### src/rtl/can_crc_pkg.sv
// Shared definitions for the CAN CRC engine: mode encodings, CRC widths,
// polynomials, init values and FSM state encoding.
package can_crc_pkg;

  typedef enum logic [1:0] {
    MODE_15  = 2'b00,
    MODE_17  = 2'b01,
    MODE_21  = 2'b10,
    MODE_RSV = 2'b11
  } crc_mode_e;

  typedef enum logic [1:0] {
    ST_IDLE  = 2'b00,
    ST_ACCUM = 2'b01,
    ST_SEQ   = 2'b10,
    ST_DONE  = 2'b11
  } crc_state_e;

  localparam logic [4:0]  CRC_W_15 = 5'd15;
  localparam logic [4:0]  CRC_W_17 = 5'd17;
  localparam logic [4:0]  CRC_W_21 = 5'd21;

  localparam logic [20:0] POLY_15 = 21'h004599;
  localparam logic [20:0] POLY_17 = 21'h01685B;
  localparam logic [20:0] POLY_21 = 21'h102899;

  localparam logic [20:0] INIT_15 = 21'h000000;
  localparam logic [20:0] INIT_17 = 21'h010000;
  localparam logic [20:0] INIT_21 = 21'h100000;

  typedef struct packed {
    logic [4:0]  w;
    logic [20:0] poly;
    logic [20:0] init;
  } crc_cfg_t;

  // Ones in bits [w-1:0]; keeps the register clear above the active width.
  function automatic logic [20:0] width_mask(input logic [4:0] w);
    return (21'h1 << w) - 21'h1;
  endfunction

endpackage

### src/rtl/can_crc_gen_if.sv
// Handshake/bus bundle between the frame FSMs (master) and the CRC engine (slave).
interface can_crc_gen_if #(
  parameter int DATA_W = 8
);
  logic              start_i;
  logic [1:0]        mode_i;
  logic              valid_i;
  logic              ready_o;
  logic [DATA_W-1:0] data_i;
  logic [3:0]        nbits_i;
  logic              last_i;
  logic              bit_stb_i;
  logic              rx_bit_i;
  logic [20:0]       crc_o;
  logic              busy_o;
  logic              crc_bit_o;
  logic              crc_bit_vld_o;
  logic              done_o;
  logic              crc_ok_o;
  logic              crc_err_o;

  modport master (
    output start_i, mode_i, valid_i, data_i, nbits_i, last_i, bit_stb_i, rx_bit_i,
    input  ready_o, crc_o, busy_o, crc_bit_o, crc_bit_vld_o, done_o, crc_ok_o, crc_err_o
  );

  modport slave (
    input  start_i, mode_i, valid_i, data_i, nbits_i, last_i, bit_stb_i, rx_bit_i,
    output ready_o, crc_o, busy_o, crc_bit_o, crc_bit_vld_o, done_o, crc_ok_o, crc_err_o
  );
endinterface

### src/rtl/can_crc_step.sv
// Combinational CRC update: applies nbits MSB-first serial steps of data to crc_in
// in one pass. Out-of-range nbits (0 or > DATA_W) leaves the CRC unchanged.
module can_crc_step
  import can_crc_pkg::*;
#(
  parameter int DATA_W = 8
) (
  input  logic [20:0]       crc_in,
  input  logic [DATA_W-1:0] data,
  input  logic [3:0]        nbits,
  input  logic [4:0]        w,
  input  logic [20:0]       poly,
  output logic [20:0]       crc_out
);

  logic [DATA_W-1:0] bit_seq;
  logic [DATA_W-1:0] bit_en;
  logic [20:0]       mask;
  logic [20:0]       top;
  logic              nbits_ok;

  // bit_seq[0] is the first bit on the wire.
  genvar gi;
  generate
    for (gi = 0; gi < DATA_W; gi++) begin : g_bit
      assign bit_seq[gi] = data[DATA_W-1-gi];
      assign bit_en[gi]  = (4'(gi) < nbits);
    end
  endgenerate

  assign mask     = width_mask(w);
  assign top      = 21'h1 << (w - 5'd1);
  assign nbits_ok = (nbits != 4'd0) && (nbits <= 4'(DATA_W));

  always_comb begin
    logic [20:0] c;
    c = crc_in;
    for (int i = 0; i < DATA_W; i++) begin
      if (bit_en[i]) begin
        if (bit_seq[i] ^ (|(c & top))) c = ((c << 1) & mask) ^ poly;
        else                           c = (c << 1) & mask;
      end
    end
    crc_out = nbits_ok ? c : crc_in;
  end

endmodule

### src/rtl/can_crc_gen.sv
// CAN CRC engine: accumulates data beats, then serialises/compares the CRC MSB-first.
// Define CAN_CRC_FD_EN to compile in the CRC-17/CRC-21 paths; otherwise CRC-15 only.
module can_crc_gen
  import can_crc_pkg::*;
#(
  parameter int DATA_W = 8,
  parameter int CNT_W  = 5
) (
  input logic          clk_can_i,
  input logic          rst_i,
  can_crc_gen_if.slave bus
);

  crc_state_e       state_reg, state_next;
  logic [20:0]      crc_reg, crc_next;
  logic [20:0]      poly_reg, poly_next;
  logic [4:0]       w_reg, w_next;
  logic [CNT_W-1:0] idx_reg, idx_next;
  logic             err_reg, err_next;
  logic             ok_reg, ok_next;
  logic [20:0]      step_crc;
  crc_cfg_t         cfg;
  logic             beat_acc, strobe, cur_bit, mismatch;

`ifdef CAN_CRC_FD_EN
  always_comb begin
    case (crc_mode_e'(bus.mode_i))
      MODE_17: cfg = '{w: CRC_W_17, poly: POLY_17, init: INIT_17};
      MODE_21: cfg = '{w: CRC_W_21, poly: POLY_21, init: INIT_21};
      default: cfg = '{w: CRC_W_15, poly: POLY_15, init: INIT_15};
    endcase
  end
`else
  logic [1:0] unused_mode;
  assign unused_mode = bus.mode_i;
  assign cfg = '{w: CRC_W_15, poly: POLY_15, init: INIT_15};
`endif

  // start_i wins over a same-cycle beat or strobe.
  assign beat_acc = bus.valid_i && (state_reg == ST_ACCUM) && !bus.start_i;
  assign strobe   = bus.bit_stb_i && (state_reg == ST_SEQ) && !bus.start_i;
  assign cur_bit  = crc_reg[idx_reg];
  assign mismatch = bus.rx_bit_i ^ cur_bit;

  can_crc_step #(.DATA_W(DATA_W)) u_step (
    .crc_in  (crc_reg),
    .data    (bus.data_i),
    .nbits   (bus.nbits_i),
    .w       (w_reg),
    .poly    (poly_reg),
    .crc_out (step_crc)
  );

  always_ff @(posedge clk_can_i) begin
    if (rst_i) begin
      state_reg <= ST_IDLE;
      crc_reg   <= '0;
      poly_reg  <= POLY_15;
      w_reg     <= CRC_W_15;
      idx_reg   <= '0;
      err_reg   <= 1'b0;
      ok_reg    <= 1'b0;
    end else begin
      state_reg <= state_next;
      crc_reg   <= crc_next;
      poly_reg  <= poly_next;
      w_reg     <= w_next;
      idx_reg   <= idx_next;
      err_reg   <= err_next;
      ok_reg    <= ok_next;
    end
  end

  always_comb begin
    state_next = state_reg;
    crc_next   = crc_reg;
    poly_next  = poly_reg;
    w_next     = w_reg;
    idx_next   = idx_reg;
    err_next   = err_reg;
    ok_next    = ok_reg;
    if (bus.start_i) begin
      state_next = ST_ACCUM;
      crc_next   = cfg.init;
      poly_next  = cfg.poly;
      w_next     = cfg.w;
      err_next   = 1'b0;
      ok_next    = 1'b0;
    end else begin
      case (state_reg)
        ST_ACCUM: begin
          if (beat_acc) begin
            crc_next = step_crc;
            if (bus.last_i) begin
              state_next = ST_SEQ;
              idx_next   = CNT_W'(w_reg - 5'd1);
            end
          end
        end
        ST_SEQ: begin
          if (strobe) begin
            if (mismatch) err_next = 1'b1;
            if (idx_reg == '0) begin
              state_next = ST_DONE;
              ok_next    = !(err_reg || mismatch);
            end else begin
              idx_next = idx_reg - CNT_W'(1);
            end
          end
        end
        ST_DONE: state_next = ST_IDLE;
        default: state_next = state_reg;
      endcase
    end
  end

  always_comb begin
    bus.ready_o       = (state_reg == ST_ACCUM);
    bus.busy_o        = (state_reg != ST_IDLE);
    bus.crc_bit_vld_o = (state_reg == ST_SEQ);
    bus.crc_bit_o     = (state_reg == ST_SEQ) ? cur_bit : 1'b0;
    bus.done_o        = (state_reg == ST_DONE);
    bus.crc_ok_o      = ok_reg;
    bus.crc_err_o     = err_reg;
    bus.crc_o         = crc_reg;
  end

endmodule
### src/flat_wrapper.sv
// flat-port wrapper written by rule: the top's interface ports become plain ports
module can_crc_gen_flat import can_crc_pkg::*;
#(
  parameter int DATA_W = 8,
  parameter int CNT_W  = 5
)
  (clk_can_i, rst_i, bus_start_i, bus_mode_i, bus_valid_i, bus_data_i, bus_nbits_i, bus_last_i, bus_bit_stb_i, bus_rx_bit_i, bus_ready_o, bus_crc_o, bus_busy_o, bus_crc_bit_o, bus_crc_bit_vld_o, bus_done_o, bus_crc_ok_o, bus_crc_err_o);
  can_crc_gen_if #(.DATA_W(DATA_W)) bus_i ();
  input logic clk_can_i;
  input logic rst_i;
  input wire logic [$bits(bus_i.start_i)-1:0] bus_start_i;
  input wire logic [$bits(bus_i.mode_i)-1:0] bus_mode_i;
  input wire logic [$bits(bus_i.valid_i)-1:0] bus_valid_i;
  input wire logic [$bits(bus_i.data_i)-1:0] bus_data_i;
  input wire logic [$bits(bus_i.nbits_i)-1:0] bus_nbits_i;
  input wire logic [$bits(bus_i.last_i)-1:0] bus_last_i;
  input wire logic [$bits(bus_i.bit_stb_i)-1:0] bus_bit_stb_i;
  input wire logic [$bits(bus_i.rx_bit_i)-1:0] bus_rx_bit_i;
  output wire logic [$bits(bus_i.ready_o)-1:0] bus_ready_o;
  output wire logic [$bits(bus_i.crc_o)-1:0] bus_crc_o;
  output wire logic [$bits(bus_i.busy_o)-1:0] bus_busy_o;
  output wire logic [$bits(bus_i.crc_bit_o)-1:0] bus_crc_bit_o;
  output wire logic [$bits(bus_i.crc_bit_vld_o)-1:0] bus_crc_bit_vld_o;
  output wire logic [$bits(bus_i.done_o)-1:0] bus_done_o;
  output wire logic [$bits(bus_i.crc_ok_o)-1:0] bus_crc_ok_o;
  output wire logic [$bits(bus_i.crc_err_o)-1:0] bus_crc_err_o;
  assign bus_i.start_i = bus_start_i;
  assign bus_i.mode_i = bus_mode_i;
  assign bus_i.valid_i = bus_valid_i;
  assign bus_i.data_i = bus_data_i;
  assign bus_i.nbits_i = bus_nbits_i;
  assign bus_i.last_i = bus_last_i;
  assign bus_i.bit_stb_i = bus_bit_stb_i;
  assign bus_i.rx_bit_i = bus_rx_bit_i;
  assign bus_ready_o = bus_i.ready_o;
  assign bus_crc_o = bus_i.crc_o;
  assign bus_busy_o = bus_i.busy_o;
  assign bus_crc_bit_o = bus_i.crc_bit_o;
  assign bus_crc_bit_vld_o = bus_i.crc_bit_vld_o;
  assign bus_done_o = bus_i.done_o;
  assign bus_crc_ok_o = bus_i.crc_ok_o;
  assign bus_crc_err_o = bus_i.crc_err_o;
  can_crc_gen #(.DATA_W(DATA_W), .CNT_W(CNT_W)) u_core (.clk_can_i(clk_can_i), .rst_i(rst_i), .bus(bus_i));
endmodule
### config.mk
export PLATFORM = sky130hd
export DESIGN_NAME = can_crc_gen_flat
export DESIGN_NICKNAME = d
export VERILOG_FILES = /design/src/rtl/can_crc_pkg.sv /design/src/rtl/can_crc_gen_if.sv /design/src/rtl/can_crc_step.sv /design/src/rtl/can_crc_gen.sv /design/src/flat_wrapper.sv
export SDC_FILE = /design/constraint.sdc
export NUM_CORES = 1
export LEC_CHECK = 0
export CAP_MARGIN = 10
export CELL_PAD_IN_SITES_DETAIL_PLACEMENT = 2
export CELL_PAD_IN_SITES_GLOBAL_PLACEMENT = 2
export CORE_MARGIN = 5
export CORE_UTILIZATION = 33
export DETAILED_ROUTE_END_ITERATION = 7
export PLACE_DENSITY = 0.89
export SYNTH_ARGS = -nofsm -noshare
export SYNTH_HDL_FRONTEND = slang
export SYNTH_SLANG_ARGS = --single-unit
### constraint.sdc
create_clock -name clk_can_i -period 5.93 [get_ports clk_can_i]
set_input_delay 1.4825 -clock clk_can_i [delete_from_list [all_inputs] [get_ports clk_can_i]]
set_output_delay 1.4825 -clock clk_can_i [all_outputs]
set_load 0.02 [all_outputs]
=== Yosys cells after proc, flatten, opt, wreduce, memory -nomap -nowiden ===
Index checks and enable logic that the tools add are counted.
Widths: inputs -> output; s select.

* Bits in registers: 30

* Add/sub/neg operators: 1
* Order comparisons: 10
* Eq/ne operators: 12
* Multiplexer cells: 30
* Bitwise gates (word level): 18
* Reduce and logical (&&, ||, !) cells: 23

{| class="wikitable"
|+ Operator list
! operator !! count
|-
| $mux 21 || 8
|-
| $mux 15 || 8
|-
| $not 7->7 || 8
|-
| $mux 5 || 4
|-
| $lt 3x4->1 const A || 4
|-
| $pmux 5 s2 || 1
|-
| $reduce_and 5->1 || 2
|-
| $ne 3x2->1 const B || 3
|-
| $reduce_and 3->1 || 3
|-
| $xor 1x1->1 || 9
|-
| $lt 1x4->1 const A || 2
|-
| $lt 2x4->1 const A || 2
|-
| $mux 2 || 4
|-
| $reduce_bool 4->1 || 2
|-
| $reduce_bool 8->1 || 1
|-
| $lt 5x6->1 const B || 1
|-
| $ne 2x1->1 const B || 3
|-
| $pmux 2 s3 || 1
|-
| $reduce_and 6->1 || 1
|-
| $bmux 1 s5 || 1
|-
| $logic_and 1x1->1 || 5
|-
| $logic_not 5->1 || 1
|-
| $sub 5x1->5 const B || 1
|-
| $eq 2x2->1 const B || 2
|-
| other kinds (12) || 17
|}

=== Logic depth before layout (Yosys ltp) ===
Gate-level depths: netlist of run 1.

* Word-level depth: 24
* Depth in mapped cells: 14
* Depth with buffers taken out: 11

=== By module ===
A second synthesis of run 1 with hierarchy kept.

* Cells, all modules: 2236
* Area total of the unflattened synthesis: 13905.8 µm²

{| class="wikitable"
|+ By module, submodules not included
! module !! times used !! cells each !! area each (µm²) !! sequential area each (µm²)
|-
| can_crc_step || 1 || 2062 || 12446.9 || 0.0
|-
| can_crc_gen || 1 || 174 || 1458.9 || 600.6
|}

=== Worst setup path before layout of run 1 ===
OpenSTA, ideal clock, no wires.

* Path kind: input to register
* From: in bus_nbits_i[2]
* To: reg u_core.crc_reg[10], in the netlist u_core.bus.crc_o[10]
* Arrival time: 4.875 ns
* Setup slack: 0.976 ns
* Stages on the path: 12
* Path through: buf_2 > nor4_4 > nor2_1 > xnor3_1 > a2bb2oi_2 > mux2i_1 > mux2i_1 > xor2_1 > xor2_1 > mux2_2 > a211o_1 > a211oi_2

* Cells in the longest elaborated chain, start to end: 23

{| class="wikitable"
|+ Ends and longest elaborated chain
! what !! line !! RTL
|-
| from (decl) || flat_wrapper.sv:15 || <nowiki>input wire logic [$bits(bus_i.nbits_i)-1:0] bus_nbits_i;</nowiki>
|-
| $lt 1x4->1 || can_crc_step.sv:27 || <nowiki>assign bit_en[gi] = (4'(gi) < nbits);</nowiki>
|-
| $mux 21 || can_crc_step.sv:39 || <nowiki>if (bit_en[i]) begin</nowiki>
|-
| $xor 1x1->1 / $not 7->7 (equally long branches) || n/a ||
|-
| $mux 15 || can_crc_step.sv:40 || <nowiki>if (bit_seq[i] ^ (|(c & top))) c = ((c << 1) & mask) ^ poly;</nowiki>
|-
| $mux 21 || can_crc_step.sv:39 ||
|-
| $xor 1x1->1 || can_crc_step.sv:40 ||
|-
| $mux 15 || can_crc_step.sv:40 ||
|-
| $mux 21 || can_crc_step.sv:39 ||
|-
| (+7 left out) || n/a ||
|-
| $mux 15 || can_crc_step.sv:40 ||
|-
| $mux 21 || can_crc_step.sv:39 ||
|-
| $xor 1x1->1 || can_crc_step.sv:40 ||
|-
| $mux 15 || can_crc_step.sv:40 ||
|-
| $mux 21 || can_crc_step.sv:39 ||
|-
| $xor 1x1->1 || can_crc_step.sv:40 ||
|-
| $mux 15 || can_crc_step.sv:40 ||
|-
| $mux 21 || can_crc_step.sv:39 ||
|-
| to (signal assigned) || can_crc_gen.sv:65 || <nowiki>crc_reg <= crc_next;</nowiki>
|-
| to (decl) || can_crc_gen.sv:15 || <nowiki>logic [20:0] crc_reg, crc_next;</nowiki>
|}

Parallel ways exist; a longest one is shown, timed or not. The select of a mux whose other input is x is not followed.
A chain may end at the register's enable or synchronous reset.

=== Worst setup path after layout of run 1 ===
* From: in bus_data_i[5]
* To: reg u_core.crc_reg[14], in the netlist u_core.bus.crc_o[14]

* Cells in the longest elaborated chain, start to end: 18

{| class="wikitable"
|+ Ends and longest elaborated chain
! what !! line !! RTL
|-
| from (decl) || flat_wrapper.sv:14 || <nowiki>input wire logic [$bits(bus_i.data_i)-1:0] bus_data_i;</nowiki>
|-
| $xor 1x1->1 (*) || can_crc_step.sv:40 ||
|-
| $mux 15 (*) || can_crc_step.sv:40 ||
|-
| $mux 21 (*) || can_crc_step.sv:39 ||
|-
| $xor 1x1->1 || can_crc_step.sv:40 ||
|-
| $mux 15 || can_crc_step.sv:40 ||
|-
| $mux 21 (*) || can_crc_step.sv:39 ||
|-
| $xor 1x1->1 || can_crc_step.sv:40 ||
|-
| $mux 15 || can_crc_step.sv:40 ||
|-
| (+2 left out) || n/a ||
|-
| $mux 15 || can_crc_step.sv:40 ||
|-
| $mux 21 (*) || can_crc_step.sv:39 ||
|-
| $xor 1x1->1 || can_crc_step.sv:40 ||
|-
| $mux 15 || can_crc_step.sv:40 ||
|-
| $mux 21 (*) || can_crc_step.sv:39 ||
|-
| $xor 1x1->1 || can_crc_step.sv:40 ||
|-
| $mux 15 || can_crc_step.sv:40 ||
|-
| $mux 21 (*) || can_crc_step.sv:39 ||
|}

Every way passes the cells marked *; elsewhere a longest branch is shown, timed or not.

==> results of run 1 <==
==> layout make-up <==
cell class                      instances  area, um^2
Fill cell                            1310        6930
Timing Repair Buffer                   62         566
Multi-Input combinational cell        446        3180
Clock inverter                          1        30.0
Tap cell                              143         179
Inverter                                5        18.8
Clock buffer                            3        75.1
Sequential cell                        24         480
==> path summary, 6_finish.rpt <==
path,to,slack (ns),cells after the start
worst max register to register,u_core.bus.crc_o[14],1.57,12
worst min register to register,u_core.bus.crc_ok_o,0.57,2
worst min-delay path,u_core.bus.crc_ok_o,0.57,2
worst max-delay path,u_core.bus.crc_o[14],0.29,13
==> layer usage <==
layer  share of wire (%)  global-route usage (%)
met1                  40                    29.4
met2                  50                    42.9
met3                 6.9                    4.44
met4                 3.0                    8.79
met5                   0                       0
==> stage by stage <==
| step | worst slack, ns | hold WS [ns] | cells | area, um^2 | util (%) |
|---|---|---|---|---|---|
| floorplan | 0.976 | 0.532 | 522 | 3900 | - |
| global placement | 0.331 | 0.486 | 680 | 4420 | 38.6 |
| global route | 0.0284 | 0.604 | 684 | 4530 | 39.5 |
| finish | 0.289 | 0.566 | 684 | 4530 | 39.5 |
| detailed placement | 0.0313 | 0.528 | 680 | 4420 | 38.6 |
| CTS | 0.262 | 0.569 | 684 | 4530 | 39.5 |
==> placed cells by master, fill, tap and decap left out, drive strengths merged, types with 7 or more instances in the layout <==
cell type,count
clkdlybuf4s50,40
a21o,7
a21oi,39
nand3,17
mux2,11
nor3b,7
buf,22
mux2i,20
and2,14
nor3,10
nor2,43
nand2,46
or2,8
and3,9
o21ai,32
a211oi,8
o211ai,7
dfxtp,24
xnor2,46
xor2,19
==> power by group through the flow <==
stage,sequential [mW],combinational (mW),clock (mW)
floorplan,0.171,0.357,0
global placement,0.173,0.480,0
detailed placement,0.174,0.509,0
CTS,0.170,0.515,0.202
global route,0.170,0.555,0.207
finish,0.170,0.524,0.202
==> logic make-up (layout without fill, tap and decap cells) <==
family	count (synthesis)	count (layout)	synth area share, %
multiplexers	37	37	11.9
AND/OR/NAND/NOR	185	185	25.3
buffers and inverters	52	71	6.28
XOR/XNOR	71	71	18.3
AO/OA/AOI/OAI	145	145	25.1
other	1	6	0.0965
flip-flops	24	24	12.4
adder cells (fa/ha/maj)	2	2	0.644
==> worst min-delay path, cell delays in order, from the launching register on <==
cell and delay, ns:
sky130_fd_sc_hd__dfxtp_1 0.34, sky130_fd_sc_hd__a21oi_1 0.08, sky130_fd_sc_hd__nor2_1 0.11
==> results.cfg, run 1 <==
[critical_path]
critPathLaunchType = primary input
type_of_the_worst_setup_path = in2reg
worstReg2RegStart = u_core.bus.crc_o[11]
critPathMaxFanout = 12
timing.critical_path.from = bus_data_i[5]
critPathCaptureType = register
timing.critical_path.required_ns = 6.08
crit_path_leading_delay_family = compound AO/OA/AOI/OAI gates
crit_path_max_incr_delay_ns = 0.78
worst_ep_arrival_time_ns = 5.79
timing.critical_path.slowest_stage_cell = sky130_fd_sc_hd__clkdlybuf4s50_1
path_common_cell = sky130_fd_sc_hd__nand3_1
crit_path_cell_chain = clkdlybuf4s50_1 > nor3b_1 > o41ai_1 > a22oi_1 > o21ai_1 > nand3_1 > nand2_1 > xnor2_1 > a222oi_1 > buf_4 > xor2_1 > nand3_1 > a311oi_1
worstPathBufferInverterCount = 2

[placed_design]
buffer_ports.inserted = 40
gp_congestion = 0.960
detailed_place_hpwl_um = 13200

[floorplanning]
floorplan.die.height_um = 119
num_rows = 39
floorplan.die.width_um = 119
core_region_area_um2 = 11500
initial_utilization_pct = 33.9
number_of_placed_i_o_pins = 49
floorplan.die_area_um2 = 14000

[logic_synthesis]
synth_area_leaders = sky130_fd_sc_hd__dfxtp_1, sky130_fd_sc_hd__xnor2_1, sky130_fd_sc_hd__mux2i_1
ys_async_sr_fraction_pct = 0
synth_commonest_cells = sky130_fd_sc_hd__nand2_1, sky130_fd_sc_hd__xnor2_1, sky130_fd_sc_hd__nor2_1
postSynth.topFlopCell = sky130_fd_sc_hd__dfxtp_1
avgSynthCellArea_um2 = 7.51
synth_top_cell_by_area = sky130_fd_sc_hd__dfxtp_1
syn-cell-area_um2 = 3880
number_of_flip_flops_and_latches_in_the_synthesized_netlist = 24
synth-edff-count = 0
synthDominantCellAreaShare_pct = 12.4
synth_warnings = 0
seq_area_frac_synth_pct = 12.4
synth_cells = 517
yosys.cell_types.count = 80

[detailed_routing]
detailed_route_drc_error_count = 0
antenna_violating_nets_left = 0
wirelength_um = 17700
avgViaCountPerCell = 6.41
first_pass_iters = 4
via_count = 4385
drt_iter0_markers = 305
detail_route.wl_per_cell_um = 25.9

[cts]
clkLatencyLatePin_ns = 0.27
sink_count = 24
root_buffer = sky130_fd_sc_hd__clkbuf_16
clock_path_buffers = 2
number_of_clock_buffers_inserted_by_tritoncts = 3
cts_setup_buffers = 0
cts.htree.levels = 1
cts_stage_hold_buffer_count = 0
clk_pin_slew_ns = 0.07
tritoncts = built
cts-resized-gates = 0

[timing]
slew-limit-headroom_pct = 35.9
min_period_over_period_pct = 95.1
slew_viol_final = 0
worstMarginPinSlew_ns = 0.954
setup_violations = 0
finalHoldViolCount = 0
final_period_minus_worst_setup_slack_ns = 5.64
grt_setup_unrepaired = no
final.setup_skew_ns = 0.00496
fin_setup_tns_ns = 0
clock.fmax_mhz = 177

[layout]
antenna_cells_inserted = 0
layout-drive-gt1-share_pct = 12.2
area_growth_synth_to_finish_pct = 16.7
largest_register_ff_count = 15
final_net_count = 565

[worst_hold_path]
worstHoldPathType = reg2reg
hold_start = u_core.bus.crc_ok_o

[global_route]
grt_first_pass_wirelength_um = 27500
first_global_vias = 4722
gr-usage-all-layers_pct = 24.3
grt_antenna_before_repair = 0
pin_count_of_the_biggest_net_entering_global_routing = 30
overflow = 0

[pwr]
sequentialPowerShare_pct = 19.0
fraction_of_power_spent_switching_nets_pct = 42.8
switchingPower_mw = 0.384
internal_power_mw = 0.512
clock_power_share_pct = 22.5
power_mw = 0.896
vdd.ir_drop.worst_v = 0.000136
power.share.combinational_pct = 58.5
lkg_pwr_nw = 1.66
power_density_nw_per_um2 = 198

[flow_run]
max-cap-violations = 0

[run_status]
result_of_the_run = complete, no violations
Note: power is estimated with default switching activity, not from simulation.
==> run 2: changes to the inputs <==
PLACE_DENSITY = not set   (was 0.89)
PLACE_DENSITY_LB_ADDON = 0.1   (was not set)
==> results.cfg, run 2 (synthesis results as in run 1) <==
[run_status]
result_of_the_run = complete, no violations

[cts]
cts_stage_hold_buffer_count = 0
number_of_clock_buffers_inserted_by_tritoncts = 3
cts_setup_buffers = 0
cts.htree.levels = 1
cts-resized-gates = 0
clkLatencyLatePin_ns = 0.25
clk_pin_slew_ns = 0.06
root_buffer = sky130_fd_sc_hd__clkbuf_16
sink_count = 24
clock_path_buffers = 2
tritoncts = built

[global_route]
overflow = 0
grt_antenna_before_repair = 1
grt_first_pass_wirelength_um = 25600
first_global_vias = 4389
gr-usage-all-layers_pct = 22.3
pin_count_of_the_biggest_net_entering_global_routing = 32

[placed_design]
buffer_ports.inserted = 40
place_worst_setup_slack_ns = 0.0767
detailed_place_hpwl_um = 12800
placed_area_um2 = 4420
dp.cells = 680
gp_congestion = 0.865

[layout]
area_growth_synth_to_finish_pct = 15.9
final-instance-count-excl-fill = 684
layout.cells.most_common_list = sky130_fd_sc_hd__nand2_1, sky130_fd_sc_hd__xnor2_1, sky130_fd_sc_hd__nor2_1
layout_filler_cell_count = 1345
final_util_pct = 39.3
multi_input_comb_area_um2 = 3180
final_net_count = 565
design_area_um2 = 4500
final-seq-area_um2 = 480
layout-drive-gt1-share_pct = 12.0
largest_register_ff_count = 15

[detailed_routing]
detailed_route_drc_error_count = 0
drt_iter0_markers = 270
antenna_violating_nets_left = 0
wirelength_um = 16100
detail_route.wl_per_cell_um = 23.5
avgViaCountPerCell = 5.97
first_pass_iters = 4
via_count = 4084

[critical_path]
type_of_the_worst_setup_path = in2reg
timing.critical_path.required_ns = 6.06
ff_to_ff_path_depth = 11
regToRegSetupSlack_ns = 1.75
worst_ep_arrival_time_ns = 5.69
critPathCaptureType = register
crit_path_max_incr_delay_ns = 0.71
critPathMaxFanout = 12
timing.critical_path.from = bus_data_i[5]
timing.critical_path.slowest_stage_cell = sky130_fd_sc_hd__clkdlybuf4s50_1
reg2reg_to = u_core.bus.crc_o[11]
critPathLaunchType = primary input
crit_path_cell_chain = clkdlybuf4s50_1 > nor3b_1 > o41ai_1 > and4_4 > o21a_1 > mux2_4 > or4_4 > and3_4 > or3_1 > and2_1 > nor4_2 > nor3_1
worst_setup_path_endpoint = u_core.bus.crc_o[11]
worstReg2RegStart = u_core.bus.crc_o[12]

[floorplanning]
core_region_area_um2 = 11500
floorplan.die_area_um2 = 14000
floorplan.die.width_um = 119
number_of_placed_i_o_pins = 49
floorplan.die.height_um = 119
initial_utilization_pct = 33.9
num_rows = 39

[timing]
worstMarginPinSlew_ns = 0.894
clock.fmax_mhz = 180
hold_ws_ns = 0.505
finalHoldViolCount = 0
fin_setup_tns_ns = 0
slew_viol_final = 0
post_route_setup_slack_ns = 0.366
slew-limit-headroom_pct = 40.0
setup_violations = 0
min_period_over_period_pct = 93.8
final_period_minus_worst_setup_slack_ns = 5.56
grt_setup_unrepaired = no
final.setup_skew_ns = 0.00188

[pwr]
lkg_pwr_nw = 1.64
power_density_nw_per_um2 = 183
power_mw = 0.823
vdd.ir_drop.worst_v = 0.000118

[flow_run]
max-cap-violations = 0

[worst_hold_path]
worstHoldPathType = reg2reg
run 2: cell types whose count changed in the layout (fill, tap and decap cells not counted), sizes merged:
cell	before	now
bufinv	1	0
diode	0	1
run 2: how the worst min path moves through the flow:
stage | startpoint | endpoint | slack (ns) | depth (start not counted)
6_report | u_core.bus.crc_ok_o | u_core.bus.crc_ok_o | 0.51 | 2
5_1_grt | u_core.bus.crc_ok_o | u_core.bus.crc_ok_o | 0.55 | 2
4_1_cts | u_core.bus.crc_ok_o | u_core.bus.crc_ok_o | 0.51 | 2
3_5_place_dp | u_core.bus.crc_ok_o | u_core.bus.crc_ok_o | 0.49 | 2
3_3_place_gp | u_core.bus.crc_ok_o | u_core.bus.crc_ok_o | 0.49 | 2
2_1_floorplan | u_core.idx_reg[4] | u_core.idx_reg[4] | 0.53 | 2
run 2: per-layer routing:
metal  GRT usage, %  vias to the layer above  share of wire, %
met5              0                        -                 0
met4           3.54                        0              0.74
met3           2.63                       13               2.8
met2           38.5                       70                50
met1           30.4                     2080                46
li1               -                     1921                 -
run 2: layout make-up:
type                            count  area share, %
Antenna cell                        1         0.0556
Clock buffer                        3           1.67
Inverter                            5          0.417
Multi-Input combinational cell    446           70.7
Sequential cell                    24           10.7
Tap cell                          143           3.97
Timing Repair Buffer               62           12.6
run 2: critical path: cells and delay by family:
kind | cells | cell delay, ns
multiplexers | 1 | 0.34
AO/OA/AOI/OAI | 2 | 0.89
AND/OR/NAND/NOR | 8 | 2.26
buffers and inverters | 1 | 0.71
run 2: power by group:
| group | switching [mW] | internal (mW) |
|---|---|---|
| clock | 0.0546 | 0.0891 |
| sequential | 0.00589 | 0.164 |
| combinational | 0.296 | 0.214 |
